$ cat src/rtl/uart_frame_rx.sv
// UART frame receiver: start bit, FRAME_WD data bits LSB first, optional parity, one stop bit.
// Optional build macro UART_RX_MAJORITY_EN selects a 2-of-3 majority vote around each sample point.
module uart_frame_rx #(
  parameter int    CLK_FREQUENCE = 50_000_000,
  parameter int    BAUD_RATE     = 9600,
  parameter string PARITY        = "NONE",
  parameter int    FRAME_WD      = 8
) (
  input  logic                clk,
  input  logic                rst,
  input  logic                uart_rx,
  output logic [FRAME_WD-1:0] data_frame,
  output logic                rx_done,
  output logic                parity_error,
  output logic                frame_error
);

  localparam int BIT_CNT = CLK_FREQUENCE / BAUD_RATE;
  localparam int HALF    = BIT_CNT / 2;
  localparam int CW      = $clog2(BIT_CNT + 1);
  localparam int IW      = $clog2(FRAME_WD);
  localparam bit PAR_EN  = (PARITY != "NONE");
  localparam bit PAR_ODD = (PARITY == "ODD");
`ifdef UART_RX_MAJORITY_EN
  localparam int LAG = 1;
`else
  localparam int LAG = 0;
`endif
  localparam logic [CW-1:0] START_PT = CW'(HALF - 1 + LAG);
  localparam logic [CW-1:0] BIT_PT   = CW'(BIT_CNT - 1);
  localparam logic [IW-1:0] IDX_LAST = IW'(FRAME_WD - 1);

  typedef enum logic [2:0] {
    S_IDLE,
    S_START,
    S_DATA,
    S_PAR,
    S_STOP
  } state_t;

  state_t              state;
  logic [CW-1:0]       cnt;
  logic [IW-1:0]       idx;
  logic [FRAME_WD-1:0] shreg;
  logic                par_err;
  logic                rx_m;
  logic                rx_s;
  logic                rx_d;
  logic                bit_v;

`ifdef UART_RX_MAJORITY_EN
  logic rx_d2;

  // synchronizer plus two history taps for the vote and edge detect
  always_ff @(posedge clk or posedge rst) begin
    if (rst) begin
      rx_m  <= 1'b1;
      rx_s  <= 1'b1;
      rx_d  <= 1'b1;
      rx_d2 <= 1'b1;
    end else begin
      rx_m  <= uart_rx;
      rx_s  <= rx_m;
      rx_d  <= rx_s;
      rx_d2 <= rx_d;
    end
  end

  // decision one cycle after the sample point: taps hold -1, 0, +1
  always_comb begin
    bit_v = (rx_s & rx_d) | (rx_s & rx_d2) | (rx_d & rx_d2);
  end
`else
  // synchronizer plus one history tap for edge detect
  always_ff @(posedge clk or posedge rst) begin
    if (rst) begin
      rx_m <= 1'b1;
      rx_s <= 1'b1;
      rx_d <= 1'b1;
    end else begin
      rx_m <= uart_rx;
      rx_s <= rx_m;
      rx_d <= rx_s;
    end
  end

  // single sample at the sample point
  always_comb begin
    bit_v = rx_s;
  end
`endif

  // frame FSM with registered strobes and data
  always_ff @(posedge clk or posedge rst) begin
    if (rst) begin
      state        <= S_IDLE;
      cnt          <= '0;
      idx          <= '0;
      shreg        <= '0;
      par_err      <= 1'b0;
      data_frame   <= '0;
      rx_done      <= 1'b0;
      parity_error <= 1'b0;
      frame_error  <= 1'b0;
    end else begin
      rx_done      <= 1'b0;
      parity_error <= 1'b0;
      frame_error  <= 1'b0;
      unique case (state)
        S_IDLE: begin
          cnt <= '0;
          if (rx_d && !rx_s) begin
            state   <= S_START;
            idx     <= '0;
            par_err <= 1'b0;
          end
        end
        S_START: begin
          if (cnt == START_PT) begin
            cnt   <= '0;
            state <= bit_v ? S_IDLE : S_DATA;
          end else begin
            cnt <= cnt + 1'b1;
          end
        end
        S_DATA: begin
          if (cnt == BIT_PT) begin
            cnt   <= '0;
            shreg <= {bit_v, shreg[FRAME_WD-1:1]};
            idx   <= idx + 1'b1;
            if (idx == IDX_LAST) begin
              state <= PAR_EN ? S_PAR : S_STOP;
            end
          end else begin
            cnt <= cnt + 1'b1;
          end
        end
        S_PAR: begin
          if (cnt == BIT_PT) begin
            cnt     <= '0;
            par_err <= (^shreg) ^ bit_v ^ PAR_ODD;
            state   <= S_STOP;
          end else begin
            cnt <= cnt + 1'b1;
          end
        end
        S_STOP: begin
          if (cnt == BIT_PT) begin
            cnt   <= '0;
            state <= S_IDLE;
            if (bit_v) begin
              data_frame   <= shreg;
              rx_done      <= 1'b1;
              parity_error <= PAR_EN & par_err;
            end else begin
              frame_error <= 1'b1;
            end
          end else begin
            cnt <= cnt + 1'b1;
          end
        end
        default: state <= S_IDLE;
      endcase
    end
  end

endmodule

$ cat config.mk
export PLATFORM = sky130hd
export DESIGN_NAME = uart_frame_rx
export DESIGN_NICKNAME = d
export VERILOG_FILES = /design/src/rtl/uart_frame_rx.sv
export SDC_FILE = /design/constraint.sdc
export NUM_CORES = 1
export LEC_CHECK = 0
export CAP_MARGIN = 25
export CELL_PAD_IN_SITES_DETAIL_PLACEMENT = 0
export CELL_PAD_IN_SITES_GLOBAL_PLACEMENT = 1
export CORE_ASPECT_RATIO = 1.25
export CORE_MARGIN = 10
export CORE_UTILIZATION = 46
export DETAILED_ROUTE_END_ITERATION = 16
export GPL_TIMING_DRIVEN = 0
export HOLD_SLACK_MARGIN = 0.05
export PLACE_DENSITY_LB_ADDON = 0.25
export SYNTH_ARGS = -nofsm -noshare
export SYNTH_HDL_FRONTEND = slang
export SYNTH_SLANG_ARGS = --single-unit
export TNS_END_PERCENT = 30
$ cat constraint.sdc
create_clock -name clk -period 2.26 [get_ports clk]
set_input_delay 0.565 -clock clk [delete_from_list [all_inputs] [get_ports clk]]
set_output_delay 0.565 -clock clk [all_outputs]
set_load 0.05 [all_outputs]
==> results_dict.tcl <==
set metrics [dict create \
    layout_common_cells "dfrtp_1 (37), nand2_1 (14), mux2_2 (13)" \
    wl_met2_microns 1670 \
    ctsHoldBuffers 0 \
    die_area_sq_mm 0.00694 \
    syn_avg_cell_area_sq_um 11.6 \
    power_density_mw_per_mm2 763 \
    ys_top_cells_by_area "dfrtp_1 (50%), mux2_2 (8.0%), dfstp_2 (4.3%), nand2_1 (2.9%), o21ai_0 (2.7%)" \
    cts_resized 0 \
    ys_types 42 \
    worst_pin_slew_ns 0.808 \
    via_count 1226 \
    final_layout_size_suffix_gt1_share_pct 20.8 \
    clock_latency_ns 0.29 \
    path_class "reg -> reg" \
    slowest_stage "dfrtp_1" \
    final_hold_viol_count 0 \
    layout_min_cycle_time_ns 2.09 \
    wl_met3_microns 147 \
    fin_hold_ws_ns 0.356 \
    first_global_vias 1232 \
    hp-class "reg -> reg" \
    critical_path.top_delay_family "simple AND/OR/NAND/NOR gates" \
    cts.sinks 40 \
    relSlewSlack_pct 46.0 \
    maxUsedRoutingLayer "met4" \
    synth_fp_nets 164 \
    synth-edff-count 0 \
    cts_tree "built" \
    die_width_microns 76.5 \
    die_h_microns 90.7 \
    postCtsSetupBuffers 0 \
    fmax_ghz 0.479 \
    layout_commonest_cell "dfrtp_1" \
    finalWeightedCongestion 0.885 \
    wl_microns 3200 \
    finalSetupTns_ns 0 \
    routed_via_density 5.28 \
    max-vdd-ir-drop_mv 0.399 \
    maxSlewViolCount 0 \
    synth_top_cell_by_area "dfrtp_1" \
    synth_top_area_share_pct 50.4 \
    io_pins 14 \
    finalCritPeriodShare_pct 92.3 \
    grt_pass1_wl_microns 5600 \
    ys_ff_latch 40 \
    worstPathArrival_ns 2.27 \
    rsz0062_at_grt "false" \
    io_buffers 12 \
    status "finished, final reports clean" \
    drt_pass1_iterations 4 \
    drt_iter0_markers 55 \
    clock_path_buffers 2 \
    hpwl_microns 2320 \
    syn_to_final_growth_pct 16.4 \
    fin_skew_ns 0.00567 \
    initial_core_util_pct 48.2 \
    cp-start-kind "flip-flop" \
    setup_violations 0 \
    htree_num_levels 2 \
    nNetsFinal 183 \
    final_cells 232 \
    synth_area_sq_mm 0.00184 \
    grt_max_degree 41 \
    cap_violations 0 \
    critPathRequiredTime_ns 2.44 \
    cts_buffers 5 \
    postSynthCellCount 158 \
    end_kind "flip-flop" \
    drc 0 \
    ant_nets 0 \
    dp.cells 224 \
    row_count 25 \
    ys.flop_type "dfrtp_1" \
    ys_async_sr_fraction_pct 100 \
    synth_warnings 0 \
    cp_cell_sequence "ha_1, nor3b_4, nand4b_4, or3_1, buf_6, buf_8, mux2_4" \
    core_area_sq_mm 0.00382 \
    clkTransAtPathRegs_ns 0.08 \
    crit_buf_inv 2 \
    wl_per_cell_microns 13.8 \
    crit_path_max_incr_delay_ns 0.39 \
    grt_antenna_before_repair 0 \
    antenna_cells 0 \
    overflow 0 \
    wirelength_met1_microns 1330 \
    grt_use_total_pct 9.72 \
    cts-root-buf "clkbuf_8" \
    cp_max_fo 10 \
    p_leak_nw 1.00 \
    ys_seq_area_share_pct 54.7 \
]
[registers in the layout, summed over array words and instances (netlist names)]
signal,flops
bit_v,1
cnt,13
data_frame,8
frame_error,1
idx,3
rx_d,1
rx_done,1
rx_m,1
shreg,8
state,3
[metrics by stage]
| step | instance area [sq um] | total power [mW] | utilization (%) | setup slack (ns) |
|---|---|---|---|---|
| 2_1_floorplan | 1840 | 1.02 | - | 0.331 |
| 6_report | 2140 | 1.63 | 56.1 | 0.173 |
| 5_1_grt | 2140 | 1.72 | 56.1 | 0.0381 |
| 3_3_place_gp | 2030 | 1.08 | 53.1 | -0.000496 |
| 3_5_place_dp | 2030 | 1.08 | 53.1 | 0.169 |
| 4_1_cts | 2130 | 1.65 | 55.9 | 0.153 |
[cell type report]
class	count	area [sq um]
multi-input cells	106	769
clock inverters	2	35.0
plain buffers	6	47.5
well taps	54	67.6
clock buffers	6	72.6
inverters	6	22.5
flip-flops and latches	40	1000
repair buffers	12	120
fillers	342	1680
[kinds of logic (layout without fill, tap and decap cells)]
logic type	after synthesis	in the layout	synth area share, %
mux	16	16	10.1
buf+inv	12	32	3.81
compound gates	26	26	8.99
xor+xnor	5	5	2.38
other cells	1	1	0.204
flops	40	40	54.7
fa+ha+maj	3	3	2.04
simple gates	55	55	17.8
[cells in the mapped netlist, drive strengths merged (3+ instances only)]
master  number
dfrtp       37
mux2        15
nand2       14
nor2        11
o21ai       10
inv          6
nand3        6
buf          5
nor3         5
a21oi        4
nand2b       4
a31oi        3
dfstp        3
ha           3
nor3b        3
xnor2        3
[path summary, 6_finish.rpt]
path | start | endpoint | slack [ns] | cells after the start
worst max-delay path | cnt[0] | shreg[0] | 0.17 | 7
worst min-delay path | rx_m | bit_v | 0.36 | 0
worst max register to register | cnt[0] | shreg[0] | 0.17 | 7
worst min register to register | rx_m | bit_v | 0.36 | 0
max in group asynchronous | rst | cnt[0] | 0.99 | 2
min in group asynchronous | rst | data_frame[3] | 0.74 | 2
[per-layer routing]
metal	track usage [%]	up-vias
met5	0	-
met3	3.49	6
met4	4.97	0
met2	16.9	16
li1	-	596
met1	9.99	608
[report_power, final]
group	internal [mW]	total [mW]	switching (mW)
Combinational	0.0999	0.270	0.170
Clock	0.328	0.565	0.237
Sequential	0.758	0.797	0.0396
Power figures use the tool's default switching activity.
